`src/rtl/servant_arb_pkg.sv`:
```
// Shared encodings for the servant RAM arbiter.
// State, grant and timeout defaults.
package servant_arb_pkg;

  typedef enum logic {
    IDLE   = 1'b0,
    ACTIVE = 1'b1
  } state_t;

  localparam logic [1:0] GNT_NONE = 2'b00;
  localparam logic [1:0] GNT_M0   = 2'b01;
  localparam logic [1:0] GNT_M1   = 2'b10;

  localparam int TIMEOUT_DEF = 16;

endpackage

```
`src/rtl/servant_arb_rr.sv`:
```
// Two-input round-robin picker.
// last=1 means m1 owned the bus most recently.
module servant_arb_rr
  import servant_arb_pkg::*;
(
  input  logic [1:0] req,
  input  logic       last,
  output logic [1:0] gnt
);

  always_comb begin
    gnt = GNT_NONE;
    unique case (1'b1)
      (req == 2'b11): gnt = last ? GNT_M0 : GNT_M1;
      (req == 2'b01): gnt = GNT_M0;
      (req == 2'b10): gnt = GNT_M1;
      (req == 2'b00): gnt = GNT_NONE;
      default:        gnt = GNT_NONE;
    endcase
  end

endmodule

```
`src/rtl/servant_ram_arbiter.sv`:
```
// Two-master Wishbone arbiter in front of the servant RAM.
// Round-robin, one transaction in flight, watchdog abort.
module servant_ram_arbiter
  import servant_arb_pkg::*;
#(
  parameter int aw      = 8,
  parameter int TIMEOUT = TIMEOUT_DEF,
  parameter int TW      = $clog2(TIMEOUT + 1)
) (
  input  logic          i_wb_clk,
  input  logic          i_wb_rst_n,
  input  logic [aw-3:0] i_m0_adr,
  input  logic [31:0]   i_m0_dat,
  input  logic [3:0]    i_m0_sel,
  input  logic          i_m0_we,
  input  logic          i_m0_cyc,
  output logic [31:0]   o_m0_rdt,
  output logic          o_m0_ack,
  input  logic [aw-3:0] i_m1_adr,
  input  logic [31:0]   i_m1_dat,
  input  logic [3:0]    i_m1_sel,
  input  logic          i_m1_we,
  input  logic          i_m1_cyc,
  output logic [31:0]   o_m1_rdt,
  output logic          o_m1_ack,
  output logic [aw-3:0] o_s_adr,
  output logic [31:0]   o_s_dat,
  output logic [3:0]    o_s_sel,
  output logic          o_s_we,
  output logic          o_s_cyc,
  input  logic [31:0]   i_s_rdt,
  input  logic          i_s_ack,
  output logic [1:0]    o_grant,
  output logic          o_timeout
);

  state_t        state, state_nx;
  logic [1:0]    gnt, gnt_nx;
  logic          last, last_nx;
  logic [TW-1:0] cnt, cnt_nx;
  logic [1:0]    pick;
  logic          act, sel0, sel1;
  logic          gcyc, tmo;

  servant_arb_rr u_rr (
    .req  ({i_m1_cyc, i_m0_cyc}),
    .last (last),
    .gnt  (pick)
  );

  assign act  = (state == ACTIVE);
  assign sel0 = act & (gnt == GNT_M0);
  assign sel1 = act & (gnt == GNT_M1);
  assign gcyc = (sel0 & i_m0_cyc) | (sel1 & i_m1_cyc);
  assign tmo  = gcyc & ~i_s_ack
              & (cnt == TW'(TIMEOUT - 1));

  always_ff @(posedge i_wb_clk or negedge i_wb_rst_n) begin
    if (!i_wb_rst_n) begin
      state <= IDLE;
      gnt   <= GNT_NONE;
      last  <= 1'b1;
      cnt   <= '0;
    end else begin
      state <= state_nx;
      gnt   <= gnt_nx;
      last  <= last_nx;
      cnt   <= cnt_nx;
    end
  end

  always_comb begin
    state_nx = state;
    gnt_nx   = gnt;
    last_nx  = last;
    cnt_nx   = cnt;
    unique case (state)
      IDLE: begin
        if (pick != GNT_NONE) begin
          state_nx = ACTIVE;
          gnt_nx   = pick;
          last_nx  = (pick == GNT_M1);
          cnt_nx   = '0;
        end
      end
      ACTIVE: begin
        cnt_nx = cnt + TW'(1);
        // ack, abort and timeout all close the transaction
        if (!gcyc || i_s_ack || tmo) begin
          state_nx = IDLE;
          gnt_nx   = GNT_NONE;
        end
      end
      default: begin
        state_nx = IDLE;
        gnt_nx   = GNT_NONE;
      end
    endcase
  end

  always_comb begin
    o_s_adr = '0;
    o_s_dat = '0;
    o_s_sel = '0;
    o_s_we  = 1'b0;
    unique case (1'b1)
      sel0: begin
        o_s_adr = i_m0_adr;
        o_s_dat = i_m0_dat;
        o_s_sel = i_m0_sel;
        o_s_we  = i_m0_we;
      end
      sel1: begin
        o_s_adr = i_m1_adr;
        o_s_dat = i_m1_dat;
        o_s_sel = i_m1_sel;
        o_s_we  = i_m1_we;
      end
      default: ;
    endcase
  end

  assign o_s_cyc   = gcyc;
  assign o_grant   = gnt;
  assign o_timeout = tmo;

  assign o_m0_ack = sel0 & i_m0_cyc & (i_s_ack | tmo);
  assign o_m1_ack = sel1 & i_m1_cyc & (i_s_ack | tmo);
  assign o_m0_rdt = (sel0 & ~tmo) ? i_s_rdt : 32'h0;
  assign o_m1_rdt = (sel1 & ~tmo) ? i_s_rdt : 32'h0;

endmodule

```
`config.mk`:
```
export PLATFORM = sky130hd
export DESIGN_NAME = servant_ram_arbiter
export DESIGN_NICKNAME = d
export VERILOG_FILES = /design/src/rtl/servant_arb_pkg.sv /design/src/rtl/servant_arb_rr.sv /design/src/rtl/servant_ram_arbiter.sv
export SDC_FILE = /design/constraint.sdc
export NUM_CORES = 1
export LEC_CHECK = 0
export BUFFER_PORTS_ARGS = -buffer_cell sky130_fd_sc_hd__buf_2
export CAP_MARGIN = 20
export CORE_AREA = 8 8 84 86
export DETAILED_ROUTE_END_ITERATION = 7
export DIE_AREA = 0 0 92 94
export HOLD_SLACK_MARGIN = 0.02
export PLACE_DENSITY_LB_ADDON = 0.15
export SYNTH_ARGS = -nofsm -noshare
export SYNTH_HDL_FRONTEND = slang
export SYNTH_SLANG_ARGS = --single-unit
```
`constraint.sdc`:
```
create_clock -name i_wb_clk -period 2.1 [get_ports i_wb_clk]
set_clock_uncertainty 0.1 [all_clocks]
set_input_delay 0.105 -clock i_wb_clk [delete_from_list [all_inputs] [get_ports i_wb_clk]]
set_output_delay 0.105 -clock i_wb_clk [all_outputs]
set_load 0.1 [all_outputs]
```
==> results.py, run 1 <==
metrics = {
    "die": {
        "ios": 236,
        "start_util_pct": 27.64,
        "die_h_um": 94,
        "core_area_mm2": 0.005746,
        "fp-row-count": 28,
        "die-width_um": 92,
        "die-area_mm2": 0.008648,
    },
    "timing": {
        "fin_tns_setup_ps": -5003,
        "timing.hold.ws_ps": 167.9,
        "post-route-min-period_ps": 2233,
        "slew_headroom_pct": 65.39,
        "tightest_slew_ps": 522.8,
        "rsz0062_at_grt": "true",
        "maxSlewViolCount": 0,
        "finalCritPeriodShare_pct": 106.3,
        "hold_viol_final": 0,
        "max_freq_mhz": 447.9,
        "final-setup-viol-count": 65,
        "fin_ws_ps": -132.9,
    },
    "setup_path": {
        "critPathLaunchType": "register",
        "critPathKind": "reg2out",
        "required_ps": 1890,
        "cp-end-kind": "output port",
        "crit_arrival_ps": 2030,
        "reg2regPathDepth": 6,
        "path_max_fanout": 6,
    },
    "synthesis": {
        "synth-simple-area-share_pct": 40.82,
        "synthArstFlopShare_pct": 100.0,
        "synth_fa_ha_area_share_pct": 1.576,
        "yosysUniqueCellTypes": 30,
        "synth-seq-cells": 9,
        "syn_inst": 254,
        "synth_compound_area_share_pct": 29.24,
        "netlist_area_mm2": 0.001588,
        "syn_avg_cell_area_um2": 6.251,
        "synth_edf_count": 0,
        "synth_nets": 379,
        "synth_top_flop_cell": "dfrtp_1",
        "yosysWarningCount": 0,
        "yosysSeqAreaShare_pct": 14.26,
        "synth.mux.area_fraction_pct": 1.340,
        "synth_top_family_by_area": "simple AND/OR/NAND/NOR gates",
        "synthXorXnorAreaFrac_pct": 0,
    },
    "hold_path": {
        "min_path_type": "in2async",
    },
    "routing": {
        "drtPass1Iterations": 4,
        "met3_length_mm": 1.223,
        "wire_per_inst_um": 26.74,
        "drt_wl_total_mm": 15.38,
        "vias": 3156,
        "top_layer_used": "met4",
        "drtAntennaViolNets": 0,
        "wl_met1_mm": 4.834,
        "wl_met2_mm": 8.395,
        "drt_iter0_markers": 97,
        "avgViaCountPerCell": 5.489,
        "drc": 0,
    },
    "global_routing": {
        "grt_pass1_wl_mm": 20.93,
        "grt.overflow.total": 0,
        "antenna_found_initial": 2,
        "grt_pass1_vias": 3460,
        "track_usage_pct": 31.37,
        "grt_max_degree": 40,
    },
    "run": {
        "maxCapViolCount": 0,
    },
    "final_layout": {
        "nNetsFinal": 624,
        "fin_area_mm2": 0.005451,
        "drive_gt1_share_pct": 78.51,
        "area_delta_synth_final_pct": 243.3,
    },
    "placement": {
        "dp_hpwl_mm": 10.73,
        "io_buffer_count": 235,
        "placedInstanceArea_mm2": 0.005096,
        "gp_congestion": 0.8799,
    },
    "clock_tree": {
        "htreeDepth": 1,
        "clockRootBuffer": "clkbuf_8",
        "clkSlewWorstSetupHoldPaths_ps": 60,
        "clock_sinks": 9,
        "clk_path_buf_depth": 2,
        "cts_tree": "done",
        "cts-buffers-inserted": 3,
        "clk_latency_ps": 240,
    },
    "outcome": {
        "status": "finished, violations left",
        "violations": "negative setup slack",
    },
    "power": {
        "ir_worst_vdd_mv": 0.8287,
        "power.leakage_nw": 2.272,
        "p_per_area_mw_per_mm2": 987.8,
    },
}
per-layer routing:
metal,vias to the layer above,global-route usage (%)
met5,-,0
met4,0,14.36
met3,75,9.912
met2,248,60.55
met1,1486,29.42
li1,1347,-
synth_stat cells, types with 2 or more instances:
cell type  number  area share (%)
nand2_1        71              17
nor2_1         58              14
a22o_1         44              24
buf_2          12             3.8
nor2_2         10             3.9
dfrtp_1         8              13
o21ai_0         7             2.2
buf_4           5             2.4
buf_6           5             3.5
inv_1           4            0.95
nand2b_1        4             1.6
o22ai_1         3             1.2
a21oi_1         2            0.63
and3_1          2            0.79
buf_8           2             1.9
ha_1            2             1.6
nor3_1          2            0.63
timing repair:
item,in CTS,in global routing
setup buffers,8,4
pin swaps,10,11
cloned,3,2
endpoints found under the setup margin,66,94
hold buffers,1,0
resized for setup,9,10
endpoints found under the hold margin,9,0
metrics by stage:
stage / total power [mW] / setup slack, ps / util [%] / cells
3_5_place_dp: 5.043 / -20.97 / 88.70 / 552
2_1_floorplan: 3.373 / -7.576 / - / 254
4_1_cts: 5.281 / -56.24 / 92.99 / 568
3_3_place_gp: 4.960 / 41.57 / 88.70 / 552
5_1_grt: 5.491 / -166.4 / 94.88 / 575
6_report: 5.385 / -132.9 / 94.88 / 575
sequential cells by signal (all words and copies together) (netlist names):
name	count
act	1
o_grant	2
last	1
cnt	5
critical path, cell delays in order (launching register included):
cell      delay [ps]
dfrtp_1          400
ha_2             200
and3_4           180
ha_4             160
nand2b_4          70
buf_6            100
nor2_4            40
buf_8            140
buf_12           150
nor2_4           140
buf_12           190
power by group:
part / leakage [nW] / internal, mW / total (mW) / switching (mW)
Sequential: 0.112 / 0.231 / 0.288 / 0.0569
Combinational: 2.14 / 1.67 / 4.88 / 3.21
Clock: 0.0228 / 0.134 / 0.218 / 0.0845
Total: 2.27 / 2.03 / 5.38 / 3.35
placed cells by master, fill, tap and decap left out, types with 2 or more instances in the layout:
cell type and n:
buf_8 2, buf_2 124, nand2_1 70, buf_12 119
and3b_4 2, nor2_1 2, dfrtp_1 6, buf_16 4
diode_2 2, o22ai_1 3, buf_4 7, dfrtp_2 2
nand2_2 2, a22o_2 43, clkbuf_8 3, clkbuf_16 2
nor2_4 66, buf_6 6, inv_1 4, nand2b_1 3
o21ai_0 7
path summary, 6_finish.rpt:
check	from	endpoint	slack, ps
setup / recovery	cnt[0]	o_m1_rdt[16]	-130
hold / removal	i_wb_rst_n	cnt[4]	170
setup reg to reg	cnt[0]	act	200
hold reg to reg	last	last	430
max in group asynchronous	i_wb_rst_n	last	1470
min in group i_wb_clk	i_m0_cyc	act	170
logic make-up after synthesis:
family | Yosys count
AND/OR/NAND/NOR | 154
AO/OA/AOI/OAI | 58
flip-flops | 9
adder cells (fa/ha/maj) | 2
buffers and inverters | 29
multiplexers | 2
cell type report:
type / instances / area, µm²
flip-flops and latches: 9 / 229.0
repair buffers: 265 / 3323
clock buffers: 4 / 45.04
diodes: 2 / 5.005
inverters: 4 / 15.01
fillers: 163 / 294.0
multi-input cells: 216 / 1740
well taps: 75 / 93.84
Power figures use the tool's default switching activity.
==> run 2, diff against run 1 <==
--- a/constraint.sdc
+++ b/constraint.sdc
@@ -3,3 +3,3 @@
 set_input_delay 0.105 -clock i_wb_clk [delete_from_list [all_inputs] [get_ports i_wb_clk]]
 set_output_delay 0.105 -clock i_wb_clk [all_outputs]
-set_load 0.1 [all_outputs]
+set_load 0.005 [all_outputs]
==> results.py, run 2 (same netlist as run 1, synthesis figures left out) <==
metrics = {
    "outcome": {
        "status": "finished, final reports clean",
    },
    "setup_path": {
        "cp-end-kind": "output port",
        "rr_endpoint": "act",
        "worst-path-buf-inv": 1,
        "reg2regPathDepth": 6,
        "path_delay_family": "simple AND/OR/NAND/NOR gates",
        "crit_arrival_ps": 1830,
        "cpMaxStageDelayCell": "dfrtp_1",
        "path_max_fanout": 6,
        "cp_num_cells": 6,
        "critPathKind": "reg2out",
        "worstPathCellList": "ha_2, and3_1, ha_2, or2_1, and3_1, buf_2",
        "rr_startpoint": "cnt[0]",
        "ff2ff_setup_slack_ps": 290,
        "cp-endpoint": "o_m1_ack",
        "required_ps": 1890,
        "critPathLaunchType": "register",
        "critPathLaunch": "cnt[0]",
        "max_stage_delay_ps": 390,
    },
    "power": {
        "p_int_uw": 939.5,
        "p_per_area_mw_per_mm2": 555.8,
        "combPwrFrac_pct": 70.0,
        "netSwitchingPower_uw": 697.4,
        "ir_worst_vdd_mv": 0.3658,
        "seq_power_share_pct": 17.3,
        "power.leakage_nw": 1.864,
        "pwr-share-clk_pct": 12.7,
        "p_sw_share_pct": 42.61,
    },
    "final_layout": {
        "area_delta_synth_final_pct": 85.50,
        "multi_input_area_mm2": 0.001212,
        "seq_area_um2": 226.5,
        "diodes": 0,
        "largest_register": "cnt",
        "drive_gt1_share_pct": 58.13,
        "nNetsFinal": 606,
        "instances_no_fill": 555,
        "final_cell_mix": "buf_2, nand2_1, nor2_1, a22o_1, nor2_2",
        "fill_cells": 602,
        "final_common_cell": "buf_2",
        "largest_reg_flops": 5,
        "final_util_pct": 51.26,
    },
    "timing": {
        "finalCritPeriodShare_pct": 96.88,
        "hold_viol_final": 0,
        "fin_tns_setup_ps": 0,
        "timing.hold.ws_ps": 115.5,
        "tightest_slew_ps": 336.9,
        "rsz0062_at_grt": "false",
        "final-setup-viol-count": 0,
        "fin_ws_ps": 65.45,
        "maxSlewViolCount": 0,
        "post-route-min-period_ps": 2035,
        "slew_headroom_pct": 77.37,
        "max_freq_mhz": 491.5,
    },
    "placement": {
        "pre_cts_ws_ps": 268.5,
        "placed_cells": 546,
        "dp_hpwl_mm": 7.378,
        "gp_congestion": 0.8210,
        "io_buffer_count": 235,
    },
    "clock_tree": {
        "cts_tree": "done",
        "clk_latency_ps": 240,
        "clockRootBuffer": "clkbuf_8",
        "htreeDepth": 1,
        "clkSlewWorstSetupHoldPaths_ps": 50,
        "clock_sinks": 9,
        "clk_path_buf_depth": 2,
        "cts-buffers-inserted": 3,
    },
    "routing": {
        "drtPass1Iterations": 5,
        "vias": 2644,
        "drt_wl_total_mm": 9.100,
        "drt_iter0_markers": 109,
        "drtAntennaViolNets": 0,
        "avgViaCountPerCell": 4.764,
        "wire_per_inst_um": 16.40,
        "drc": 0,
    },
    "die": {
        "die_h_um": 94,
        "fp-row-count": 28,
        "core_area_mm2": 0.005746,
        "ios": 236,
        "die-area_mm2": 0.008648,
        "die-width_um": 92,
        "start_util_pct": 27.64,
    },
    "global_routing": {
        "grt_pass1_vias": 2405,
        "grt.overflow.total": 0,
        "grt_max_degree": 54,
        "antenna_found_initial": 0,
        "grt_pass1_wl_mm": 13.19,
        "track_usage_pct": 18.55,
    },
    "hold_path": {
        "min_path_type": "in2reg",
    },
    "run": {
        "maxCapViolCount": 0,
    },
}
run 2: cell types whose count changed in the layout (fill, tap and decap cells not counted), sizes merged:
cell and change:
buf -17, diode -2, clkbuf -1
run 2: power by group through the flow:
stage / logic, mW / registers (mW) / clock network (mW)
final: 1.15 / 0.283 / 0.208
after detailed placement: 1.14 / 0.284 / 0
after floorplan: 0.664 / 0.262 / 0
after global placement: 1.13 / 0.282 / 0
after global routing: 1.26 / 0.291 / 0.220
after CTS: 1.14 / 0.281 / 0.212
run 2: cell type report:
class | count | area share (%)
timing repair buffer | 247 | 45.92
clock buffer | 4 | 1.529
tap | 75 | 3.186
inverter | 4 | 0.5098
multi-input combinational | 216 | 41.16
sequential | 9 | 7.689
run 2: repair_timing:
| item | 4_1_cts | 5_1_grt |
|---|---|---|
| gates resized for setup | 0 | 16 |
| setup endpoints to repair | 0 | 65 |
| hold buffers | 1 | 0 |
| endpoints found under the hold margin | 9 | 0 |
| setup buffers | 0 | 2 |
run 2: metrics by stage:
step	total power [mW]	cell area (µm²)
after detailed placement	1.424	2789
after CTS	1.637	2844
final	1.637	2945
after global placement	1.412	2789
after floorplan	0.9257	1588
after global routing	1.774	2945
run 2: worst reg2reg max path, stage by stage (launching register included):
cell,delay (ps)
dfrtp_1,390
ha_2,190
and3_1,180
ha_2,190
or2_1,290
o21ai_0,230
a22o_1,170
run 2: how the worst min path moves through the flow:
| stage | start | to | slack, ps | cells after the start |
|---|---|---|---|---|
| final | i_m0_cyc | act | 120 | 2 |
| after global routing | i_m0_cyc | act | 130 | 2 |
| after CTS | i_m0_cyc | act | 100 | 2 |
| after detailed placement | i_wb_rst_n | cnt[4] | -130 | 1 |
| after global placement | i_wb_rst_n | cnt[4] | -130 | 1 |
| after floorplan | i_wb_rst_n | act | -290 | 0 |
run 2: layer usage:
layer	track usage (%)	share of wire [%]
met1	21.80	40
met2	33.97	51
met3	4.157	8.2
met4	2.819	0.37
met5	0	0
